## src/rtl/mem_port_arbiter_if.sv

```systemverilog
// ============================================================================
// Module   : mem_port_arbiter_if
// Purpose  : Bundle for the fetch/data requesters and the shared memory port.
// Revision : 1.0 - initial release
// ============================================================================
`default_nettype none

interface mem_port_arbiter_if #(
  parameter int DATA_W = 16,
  parameter int ADDR_W = 4
);
  logic              if_req;
  logic [ADDR_W-1:0] if_addr;
  logic              if_gnt;
  logic              if_rvalid;
  logic [DATA_W-1:0] if_rdata;

  logic              dm_req;
  logic              dm_we;
  logic [ADDR_W-1:0] dm_addr;
  logic [DATA_W-1:0] dm_wdata;
  logic              dm_gnt;
  logic              dm_rvalid;
  logic [DATA_W-1:0] dm_rdata;

  logic              mem_sel;
  logic [ADDR_W-1:0] mem_addr;
  logic              mem_we;
  logic [DATA_W-1:0] mem_wdata;
  logic [DATA_W-1:0] mem_rdata;

  logic              busy;

  // Arbiter side.
  modport slave (
    input  if_req, if_addr, dm_req, dm_we, dm_addr, dm_wdata, mem_rdata,
    output if_gnt, if_rvalid, if_rdata, dm_gnt, dm_rvalid, dm_rdata,
    output mem_sel, mem_addr, mem_we, mem_wdata, busy
  );

  // Requester / memory side.
  modport master (
    output if_req, if_addr, dm_req, dm_we, dm_addr, dm_wdata, mem_rdata,
    input  if_gnt, if_rvalid, if_rdata, dm_gnt, dm_rvalid, dm_rdata,
    input  mem_sel, mem_addr, mem_we, mem_wdata, busy
  );
endinterface

`default_nettype wire

```

## src/rtl/mem_port_arbiter.sv

```systemverilog
// ============================================================================
// Module   : mem_port_arbiter
// Purpose  : Shares one memory port between fetch and data requesters, data
//            first, with a starvation limit guaranteeing fetch progress.
// Revision : 1.0 - initial release
// ============================================================================
`default_nettype none

module mem_port_arbiter #(
  parameter int DATA_W       = 16,
  parameter int ADDR_W       = 4,
  parameter int RD_LAT       = 1,
  parameter int STARVE_LIMIT = 3
) (
  input  wire logic          clk,
  input  wire logic          rst,
  mem_port_arbiter_if.slave  bus
);

  typedef enum logic [1:0] {
    S_IDLE  = 2'd0,
    S_ISSUE = 2'd1,
    S_WAIT  = 2'd2,
    S_RESP  = 2'd3
  } state_t;

  localparam logic [2:0] c_STARVE_MAX = 3'(STARVE_LIMIT);
  localparam logic [2:0] c_WAIT_LOAD  = 3'(RD_LAT - 1);
  localparam logic [2:0] c_SAT        = 3'd7;

  state_t            r_state;
  state_t            w_state_nxt;
  logic [2:0]        r_starve;
  logic [2:0]        r_wait_cnt;
  logic              r_owner_dm;
  logic              r_sel;
  logic              r_we;
  logic [ADDR_W-1:0] r_addr;
  logic [DATA_W-1:0] r_wdata;
  logic [DATA_W-1:0] r_cap;

  logic              w_gnt_dm;
  logic              w_gnt_if;
  logic              w_cap_en;

  always_ff @(posedge clk or posedge rst) begin
    if (rst) begin
      r_state <= S_IDLE;
    end else begin
      r_state <= w_state_nxt;
    end
  end

  always_comb begin
    w_state_nxt = r_state;
    w_gnt_dm    = 1'b0;
    w_gnt_if    = 1'b0;
    w_cap_en    = 1'b0;
    case (r_state)
      S_IDLE: begin
        // Grants are suppressed while reset is held so every output reads 0.
        w_gnt_dm = bus.dm_req && !rst &&
                   (!bus.if_req || (r_starve != c_STARVE_MAX));
        w_gnt_if = bus.if_req && !rst && !w_gnt_dm;
        if (w_gnt_dm || w_gnt_if) begin
          w_state_nxt = S_ISSUE;
        end
      end
      S_ISSUE: begin
        w_state_nxt = r_we ? S_IDLE : S_WAIT;
      end
      S_WAIT: begin
        if (r_wait_cnt == 3'd0) begin
          w_cap_en    = 1'b1;
          w_state_nxt = S_RESP;
        end
      end
      S_RESP: begin
        w_state_nxt = S_IDLE;
      end
      default: begin
        w_state_nxt = S_IDLE;
      end
    endcase
  end

  always_ff @(posedge clk or posedge rst) begin
    if (rst) begin
      r_starve   <= 3'd0;
      r_wait_cnt <= 3'd0;
      r_owner_dm <= 1'b0;
      r_sel      <= 1'b0;
      r_we       <= 1'b0;
      r_addr     <= '0;
      r_wdata    <= '0;
      r_cap      <= '0;
    end else begin
      // Write strobe lives for exactly the ISSUE cycle following a grant.
      r_we <= w_gnt_dm & bus.dm_we;

      if (w_gnt_dm) begin
        r_sel      <= 1'b1;
        r_addr     <= bus.dm_addr;
        r_wdata    <= bus.dm_wdata;
        r_owner_dm <= 1'b1;
        if (bus.if_req) begin
          r_starve <= (r_starve == c_SAT) ? c_SAT : r_starve + 3'd1;
        end else begin
          r_starve <= 3'd0;
        end
      end else if (w_gnt_if) begin
        r_sel      <= 1'b0;
        r_addr     <= bus.if_addr;
        r_owner_dm <= 1'b0;
        r_starve   <= 3'd0;
      end

      if (r_state == S_ISSUE) begin
        r_wait_cnt <= c_WAIT_LOAD;
      end else if ((r_state == S_WAIT) && (r_wait_cnt != 3'd0)) begin
        r_wait_cnt <= r_wait_cnt - 3'd1;
      end

      if (w_cap_en) begin
        r_cap <= bus.mem_rdata;
      end
    end
  end

  assign bus.if_gnt    = w_gnt_if;
  assign bus.dm_gnt    = w_gnt_dm;
  assign bus.if_rvalid = (r_state == S_RESP) && !r_owner_dm;
  assign bus.dm_rvalid = (r_state == S_RESP) &&  r_owner_dm;
  assign bus.if_rdata  = r_cap;
  assign bus.dm_rdata  = r_cap;
  assign bus.mem_sel   = r_sel;
  assign bus.mem_addr  = r_addr;
  assign bus.mem_we    = r_we;
  assign bus.mem_wdata = r_wdata;
  assign bus.busy      = (r_state != S_IDLE);

endmodule

`default_nettype wire

```

## src/flat_wrapper.sv

```systemverilog
// flat-port wrapper written by rule: the top's interface ports become plain ports
module mem_port_arbiter_flat 
#(
  parameter int DATA_W       = 16,
  parameter int ADDR_W       = 4,
  parameter int RD_LAT       = 1,
  parameter int STARVE_LIMIT = 3
)
  (clk, rst, bus_if_req, bus_if_addr, bus_dm_req, bus_dm_we, bus_dm_addr, bus_dm_wdata, bus_mem_rdata, bus_if_gnt, bus_if_rvalid, bus_if_rdata, bus_dm_gnt, bus_dm_rvalid, bus_dm_rdata, bus_mem_sel, bus_mem_addr, bus_mem_we, bus_mem_wdata, bus_busy);
  mem_port_arbiter_if #(.DATA_W(DATA_W), .ADDR_W(ADDR_W)) bus_i ();
  input  wire logic clk;
  input  wire logic rst;
  input wire logic [$bits(bus_i.if_req)-1:0] bus_if_req;
  input wire logic [$bits(bus_i.if_addr)-1:0] bus_if_addr;
  input wire logic [$bits(bus_i.dm_req)-1:0] bus_dm_req;
  input wire logic [$bits(bus_i.dm_we)-1:0] bus_dm_we;
  input wire logic [$bits(bus_i.dm_addr)-1:0] bus_dm_addr;
  input wire logic [$bits(bus_i.dm_wdata)-1:0] bus_dm_wdata;
  input wire logic [$bits(bus_i.mem_rdata)-1:0] bus_mem_rdata;
  output wire logic [$bits(bus_i.if_gnt)-1:0] bus_if_gnt;
  output wire logic [$bits(bus_i.if_rvalid)-1:0] bus_if_rvalid;
  output wire logic [$bits(bus_i.if_rdata)-1:0] bus_if_rdata;
  output wire logic [$bits(bus_i.dm_gnt)-1:0] bus_dm_gnt;
  output wire logic [$bits(bus_i.dm_rvalid)-1:0] bus_dm_rvalid;
  output wire logic [$bits(bus_i.dm_rdata)-1:0] bus_dm_rdata;
  output wire logic [$bits(bus_i.mem_sel)-1:0] bus_mem_sel;
  output wire logic [$bits(bus_i.mem_addr)-1:0] bus_mem_addr;
  output wire logic [$bits(bus_i.mem_we)-1:0] bus_mem_we;
  output wire logic [$bits(bus_i.mem_wdata)-1:0] bus_mem_wdata;
  output wire logic [$bits(bus_i.busy)-1:0] bus_busy;
  assign bus_i.if_req = bus_if_req;
  assign bus_i.if_addr = bus_if_addr;
  assign bus_i.dm_req = bus_dm_req;
  assign bus_i.dm_we = bus_dm_we;
  assign bus_i.dm_addr = bus_dm_addr;
  assign bus_i.dm_wdata = bus_dm_wdata;
  assign bus_i.mem_rdata = bus_mem_rdata;
  assign bus_if_gnt = bus_i.if_gnt;
  assign bus_if_rvalid = bus_i.if_rvalid;
  assign bus_if_rdata = bus_i.if_rdata;
  assign bus_dm_gnt = bus_i.dm_gnt;
  assign bus_dm_rvalid = bus_i.dm_rvalid;
  assign bus_dm_rdata = bus_i.dm_rdata;
  assign bus_mem_sel = bus_i.mem_sel;
  assign bus_mem_addr = bus_i.mem_addr;
  assign bus_mem_we = bus_i.mem_we;
  assign bus_mem_wdata = bus_i.mem_wdata;
  assign bus_busy = bus_i.busy;
  mem_port_arbiter #(.DATA_W(DATA_W), .ADDR_W(ADDR_W), .RD_LAT(RD_LAT), .STARVE_LIMIT(STARVE_LIMIT)) u_core (.clk(clk), .rst(rst), .bus(bus_i));
endmodule
```

## config.mk

```make
export PLATFORM = sky130hd
export DESIGN_NAME = mem_port_arbiter_flat
export DESIGN_NICKNAME = d
export VERILOG_FILES = /design/src/rtl/mem_port_arbiter_if.sv /design/src/rtl/mem_port_arbiter.sv /design/src/flat_wrapper.sv
export SDC_FILE = /design/constraint.sdc
export NUM_CORES = 1
export LEC_CHECK = 0
export CAP_MARGIN = 20
export CORE_MARGIN = 2
export CORE_UTILIZATION = 43
export DETAILED_ROUTE_END_ITERATION = 7
export PLACE_DENSITY = 0.86
export SYNTH_ARGS = -nofsm -noshare
export SYNTH_HDL_FRONTEND = slang
export SYNTH_SLANG_ARGS = --single-unit
```

## constraint.sdc

```tcl
create_clock -name clk -period 4.93 [get_ports clk]
set_input_delay 0.986 -clock clk [delete_from_list [all_inputs] [get_ports clk]]
set_output_delay 0.986 -clock clk [all_outputs]
set_load 0.02 [all_outputs]
```

# == Word level (Yosys, flattened, before mapping) ==
# Cells that the tools add are included.
# classes
add_sub_neg,2
eq_ne,7
mux,18
bitwise,1
reduce_logical,20
# ops
operator,count
3-bit 2-to-1 mux,6
4-bit 2-to-1 mux,2
2-bit case mux with 4 select lines,1
1-bit logical AND,7
1-bit 2-to-1 mux,6
2-bit 2-to-1 mux,3
2-bit nonzero test,3
2-bit equality test (second input constant),2
1-bit logical NOT,4
2-bit by 1-bit inequality test with 1-bit output (second input constant),2
3-bit by 1-bit adder with 3-bit output (second input constant),1
3-bit equality test (second input constant),1
3-bit logical NOT,1
3-bit by 2-bit inequality test with 1-bit output (second input constant),1
3-bit nonzero test,1
3-bit by 1-bit subtractor with 3-bit output (second input constant),1
2-bit by 1-bit equality test with 1-bit output (second input constant),1
2-bit logical NOT,1
1-bit logical OR,2
2-bit AND reduction,1
1-bit AND,1
# totals
ff_bits,46
in_bits,45
output_inout_bits,59
elab_cells,56

# == Depth between registers and ports, before layout ==
# Gate-level depths: netlist of the first run.
# logic_depth
word_depth,8
depth_mapped,6
mapped_depth_nobuf,6

# == Worst setup path before layout of the first run ==
# OpenSTA, ideal clock, no wires.
# synth_timing
kind,input to output
start,input port bus_dm_req
end,output port bus_if_gnt
setup_slack_ns,2.187
cell_stages,3
t_required_ns,3.944
path_buffers,1
arrival_ns,1.757
path_cell_list,clkbuf_1 -> inv_1 -> o31a_1
# synth_between
elab_chain_len,5
# synth_lines
item,line,rtl
from (decl),flat_wrapper.sv:15,input wire logic [$bits(bus_i.dm_req)-1:0] bus_dm_req;
1-bit logical AND (2 in series),mem_port_arbiter.sv:62,w_gnt_dm = bus.dm_req && !rst &&
1-bit logical NOT,mem_port_arbiter.sv:64,w_gnt_if = bus.if_req && !rst && !w_gnt_dm;
1-bit logical AND,mem_port_arbiter.sv:64,
1-bit 2-to-1 mux,mem_port_arbiter.sv:59,case (r_state)
to (decl),flat_wrapper.sv:20,output wire logic [$bits(bus_i.if_gnt)-1:0] bus_if_gnt;
# No other way between the ends.

# == Worst setup path after layout of the first run ==
# layout_timing
start,input port rst
end,output port bus_dm_gnt
# layout_between
elab_chain_len,4
# layout_lines
item,line,rtl
from (decl),flat_wrapper.sv:12,input wire logic rst;
1-bit logical NOT,mem_port_arbiter.sv:62,
1-bit logical AND (2 in series),mem_port_arbiter.sv:62,
1-bit 2-to-1 mux,mem_port_arbiter.sv:59,
to (decl),flat_wrapper.sv:23,output wire logic [$bits(bus_i.dm_gnt)-1:0] bus_dm_gnt;
# No other way between the ends.

==> results_dict.tcl, run 1 <==
set metrics [dict create \
    status "finished clean" \
    dp_hpwl_um 3380 \
    drive_above_1_share_pct 17.3 \
    grt_antenna_before_repair 0 \
    ir_worst_vdd_mv 0.394 \
    crit_slowest_cell "clkdlybuf4s50_1" \
    clkSinkCount 46 \
    vias 1588 \
    postRouteAntennaNets 0 \
    worst_hold_startpoint "u_core.r_starve[1]" \
    max_stage_delay_ns 0.60 \
    drt_iter0_markers 51 \
    synth.cell_area_um2 2130 \
    fin_cells 327 \
    portBuffers 103 \
    synth_nets 219 \
    path_max_fanout 19 \
    power.density_nw_per_um2 649 \
    cts_buffer_depth 2 \
    synth_adder_area_share_pct 1.76 \
    synthXorXnorAreaFrac_pct 0.411 \
    cp_data_required_time_ns 3.94 \
    cts_made_buffers 5 \
    area_growth_pct 49.4 \
    layout.nets 307 \
    final_util_pct 66.9 \
    rows 25 \
    hold_buffers 0 \
    drtPass1Iterations 4 \
    cp-end-kind "output pin" \
    cp_common_cell "clkdlybuf4s50_1" \
    die_x_um 74.4 \
    avgSynthCellArea_um2 12.5 \
    slew_headroom_pct 39.4 \
    yosysTopAreaCell "dfrtp_1" \
    hold_depth 1 \
    ys.flop_type "dfrtp_1" \
    crit_cells 5 \
    gr-total-overflow 0 \
    finalClockSkew_ns 0.00538 \
    yosysMostFrequentCell "dfrtp_1" \
    reg2reg_depth 3 \
    worst_slew_pin_slew_ns 0.908 \
    leakage_uw 0.00134 \
    finalWeightedCongestion 0.848 \
    synth_top_area_share_pct 54.0 \
    startpoint "rst" \
    crit_chain "clkdlybuf4s50_1 > nor3_4 > nand3_4 > inv_1 > clkdlybuf4s50_1" \
    finalHoldViolations 0 \
    post-route-period-util_pct 79.9 \
    setup_tns_ns 0 \
    clk_pin_slew_ns 0.08 \
    synthCells 171 \
    fp.dieH_um 74.4 \
    ys_seq_area_share_pct 54.0 \
    fmax_mhz 254 \
    slew_violations 0 \
    post_cts_buffers 0 \
    drc_errors 0 \
    placed_cells_incl_taps 319 \
    crit_buf_inv 3 \
    die_area_um2 5530 \
    synthSimpleGateAreaFrac_pct 8.98 \
    diodes 0 \
    async_flop_share_pct 100 \
    via_per_inst 4.86 \
    start_util_pct 44.8 \
    cts_root_buf "clkbuf_8" \
    setup_violations 0 \
    synthMuxAreaShare_pct 18.1 \
    grt_pass1_vias 1635 \
    core_area_um2 4750 \
    cap_violations 0 \
    min_period_ns 3.94 \
    yosysWarnings 0 \
    yosys-top-cells-area "dfrtp_1 54%, mux2_2 13%, buf_4 5.6%, mux2_4 4.9%, a21oi_1 1.9%" \
    arrival_ns 2.95 \
    synth_top_family_by_area "multiplexers" \
    synth_edf_count 0 \
    synth_common_cells "46 x dfrtp_1, 25 x mux2_2, 16 x buf_4, 9 x inv_1" \
    grt_max_degree 47 \
    grt_use_total_pct 17.3 \
    synth_compound_area_share_pct 7.87 \
    wl_per_cell_um 13.9 \
    synth.distinct_cells 33 \
    grt_first_pass_wirelength_um 7270 \
    cts_tree "built" \
    hp-class "register to register" \
    htree_levels 2 \
    synth_seq_cells 46 \
    clk_latency_ns 0.29 \
    routed_wl_um 4550 \
    worstSetupPathType "input pin to output pin" \
    cts_resized 0 \
    cp-start-kind "input pin" \
    critical_path.top_delay_family "buffers and inverters" \
    num_io_pins 104 \
    rsz0062_at_grt "no" \
]
[routing by layer]
layer / GRT usage (%) / up-vias / share of wire [%]
met3: 5.83 / 2 / 6.5
met1: 20.9 / 772 / 40
met4: 6.94 / 0 / 0.40
met5: 0 / - / 0
li1: - / 756 / -
met2: 28.6 / 58 / 53
[worst reg2reg max path, cell delays in order, from the launching register on]
cell	delay (ns)
dfrtp_1	0.50
nor3_4	0.46
nand3_4	0.33
mux2_4	0.40
[cells in the final DEF (no fill, tap or decap), drive strengths merged]
cell type	netlist	routed
clkinv	0	1
nand3b	2	2
o21a	1	1
and3b	1	1
xor2	1	1
nor3	1	1
inv	9	9
o31ai	4	4
mux2	32	32
o31a	1	1
a32o	1	1
o21ai	6	6
nand3	6	6
nand2	8	8
a21oi	8	8
a31oi	4	4
ha	3	3
or3	1	1
dfrtp	46	46
nand4	1	1
and2	1	1
nor3b	3	3
clkbuf	2	7
nor2	4	4
o2bb2ai	1	1
or2	2	2
a21boi	1	1
and3	1	1
clkdlybuf4s50	0	103
[final timing paths]
check / to / slack [ns]
worst max register to register: u_core.bus.mem_wdata[3] / 3.12
worst max-delay path: bus_dm_gnt / 0.99
min in group asynchronous: u_core.bus.mem_addr[0] / 1.36
worst min register to register: u_core.r_starve[1] / 0.51
max in group asynchronous: u_core.bus.mem_wdata[12] / 3.00
worst min-delay path: u_core.r_starve[1] / 0.51
[through the flow]
| step | instance area (um^2) | hold slack [ns] | setup slack [ns] | total power (uW) |
|---|---|---|---|---|
| finish | 3180 | 0.508 | 0.993 | 2070 |
| floorplan | 2130 | 0.460 | 2.19 | 1380 |
| global route | 3180 | 0.533 | 0.909 | 2190 |
| global placement | 3090 | 0.479 | 1.04 | 1830 |
| detailed placement | 3090 | 0.493 | 0.994 | 1850 |
| CTS | 3180 | 0.508 | 0.988 | 2090 |
[logic make-up (layout without fill, tap and decap cells)]
logic type | Yosys count | in the layout
compound gates | 27 | 27
xor+xnor | 1 | 1
fa+ha+maj | 3 | 3
buf+inv | 31 | 120
flops | 46 | 46
mux | 32 | 32
simple gates | 31 | 31
[power by group]
group / switching, uW / internal (uW) / total (uW)
clock network: 117 / 113 / 230
registers: 134 / 550 / 684
logic: 531 / 622 / 1150
total: 782 / 1290 / 2070
[layout make-up]
cell class                 count  area (um^2)
fill                         371         1570
sequential                    46         1150
timing repair buffer         103         1030
multi-input combinational     94          792
clock buffer                   7         86.3
tap                           67         83.8
inverter                       9         33.8
clock inverter                 1         5.00
[flip-flops by register name, indices dropped and copies added, names as in the netlist, named ones only]
signal	flops
u_core.r_state	1
u_core.bus.mem_we	1
u_core.r_starve	3
u_core.bus.dm_rdata	16
u_core.r_owner_dm	1
u_core.r_wait_cnt	3
u_core.bus.mem_addr	4
u_core.bus.mem_wdata	16
(Power assumes the default switching activity.)
==> run 2, diff against run 1 <==
- CORE_UTILIZATION: 43 -> 36
- PLACE_DENSITY: 0.86 -> 0.77
- clock period: 4.93 -> 3.3 ns (I/O delays scaled with it)
==> run 2 against run 1 <==
Against the previous run:
- hold slack worse by 0.0037 ns
- critical path depth unchanged
- design area rose by 1.7%
- worst setup slack lost 0.75 ns
- critical endpoint is now bus_if_gnt
- largest cell class unchanged
==> results_dict.tcl, run 2 (same netlist as run 1, synthesis figures left out) <==
set metrics [dict create \
    worst_slew_pin_slew_ns 0.936 \
    gr-total-overflow 0 \
    clk_pin_slew_ns 0.08 \
    worst_hold_startpoint "u_core.r_starve[1]" \
    grt_use_total_pct 14.9 \
    grt_antenna_before_repair 0 \
    diodes 0 \
    die_area_um2 6550 \
    grt_max_degree 47 \
    whs_ns 0.504 \
    cts_root_buf "clkbuf_8" \
    ir_worst_vdd_mv 0.551 \
    p_int_uw 2000 \
    dp_hpwl_um 3460 \
    portBuffers 103 \
    max_stage_delay_ns 0.60 \
    postRouteAntennaNets 0 \
    pwr-share-seq_pct 32.1 \
    cts_buffer_depth 2 \
    cp-end-kind "output pin" \
    cp_data_required_time_ns 2.64 \
    setup_violations 0 \
    register_area_um2 1150 \
    final_cell_mix "103 x clkdlybuf4s50_1, 46 x dfrtp_1, 25 x mux2_2" \
    cap_violations 0 \
    cp-start-kind "input pin" \
    hp-class "register to register" \
    final_common_cell "clkdlybuf4s50_1" \
    endpoint "bus_if_gnt" \
    rsz0062_at_grt "no" \
    start_util_pct 36.6 \
    cts_resized 0 \
    arrival_ns 2.40 \
    multi_input_area_um2 792 \
    vias 1580 \
    htree_levels 2 \
    min_period_ns 3.06 \
    layout_setup_ws_ns 0.241 \
    p_sw_share_pct 37.0 \
    power.switching_uw 1170 \
    layout.nets 310 \
    rows 28 \
    drt_iter0_markers 84 \
    power.density_nw_per_um2 981 \
    clkSinkCount 46 \
    crit_slowest_cell "clkdlybuf4s50_1" \
    path_max_fanout 4 \
    place_ws_ns 0.266 \
    die_x_um 80.9 \
    drive_above_1_share_pct 18.3 \
    hold_buffers 0 \
    area_growth_pct 51.9 \
    pwr-share-clk_pct 13.3 \
    reg2reg_depth 5 \
    slew_violations 0 \
    num_io_pins 104 \
    fmax_mhz 327 \
    via_per_inst 4.69 \
    routed_wl_um 4600 \
    finalWeightedCongestion 0.806 \
    r2r_start "u_core.r_wait_cnt[0]" \
    worstSetupPathType "input pin to output pin" \
    post_cts_buffers 0 \
    hold_depth 1 \
    fill_cells 534 \
    grt_pass1_vias 1632 \
    ff2ff_setup_slack_ns 1.52 \
    combPwrFrac_pct 54.6 \
    crit-reg2reg-capture "u_core.bus.dm_rdata[2]" \
    drc_errors 0 \
    setup_tns_ns 0 \
    finalHoldViolations 0 \
    power.total_uw 3170 \
    finalClockSkew_ns 0.00473 \
    post-route-period-util_pct 92.7 \
    cts_made_buffers 5 \
    status "finished clean" \
    startpoint "rst" \
    slew_headroom_pct 37.5 \
    cts_tree "built" \
    clk_latency_ns 0.29 \
    grt_first_pass_wirelength_um 7460 \
    drtPass1Iterations 4 \
    crit_chain "clkdlybuf4s50_1 > nor3_4 > and2_1 > o31a_1 > clkdlybuf4s50_1" \
    core_area_um2 5820 \
    wl_per_cell_um 13.7 \
    fp.dieH_um 80.9 \
    leakage_uw 0.00136 \
    cp_common_cell "clkdlybuf4s50_1" \
]
## run 2: how the worst min path moves through the flow
stage / to
finish: u_core.r_starve[1]
global route: u_core.r_starve[1]
CTS: u_core.r_starve[1]
detailed placement: u_core.r_starve[1]
global placement: u_core.r_starve[1]
floorplan: u_core.r_starve[1]
## run 2: worst max-delay path, delay by kind of cell
family	cells	cell delay, ns
AND/OR/NAND/NOR	2	0.46
AO/OA/AOI/OAI	1	0.15
buffers and inverters	2	1.13
## run 2: layer usage
layer / GRT usage, % / part of all wire [%] / vias to the layer above
met5: 0 / 0 / -
met4: 3.73 / 0.63 / 0
met3: 5.78 / 7.3 / 4
met2: 25.2 / 50 / 57
met1: 17.8 / 42 / 757
li1: - / - / 762
## run 2: stage by stage
step / instance area, um^2 / util (%) / cells
final: 3240 / 55.7 / 337
after global routing: 3240 / 55.7 / 337
after CTS: 3240 / 55.7 / 337
after detailed placement: 3120 / 53.7 / 330
after global placement: 3120 / 53.7 / 330
after floorplan: 2130 / - / 171
## run 2: final cells by class
class                      count  area share (%)
sequential                    46            35.6
timing repair buffer         106            32.5
multi-input combinational     94            24.5
tap                           75            2.90
clock buffer                   6            2.55
inverter                       9            1.04
clock inverter                 1           0.928
## run 2: power groups by stage
stage          registers, uW  clock network (uW)  logic [uW]
5_1_grt                 1060                 467        1840
6_report                1020                 423        1730
3_3_place_gp            1020                   0        1730
3_5_place_dp            1030                   0        1750
4_1_cts                 1020                 436        1760
2_1_floorplan           1270                   0         796
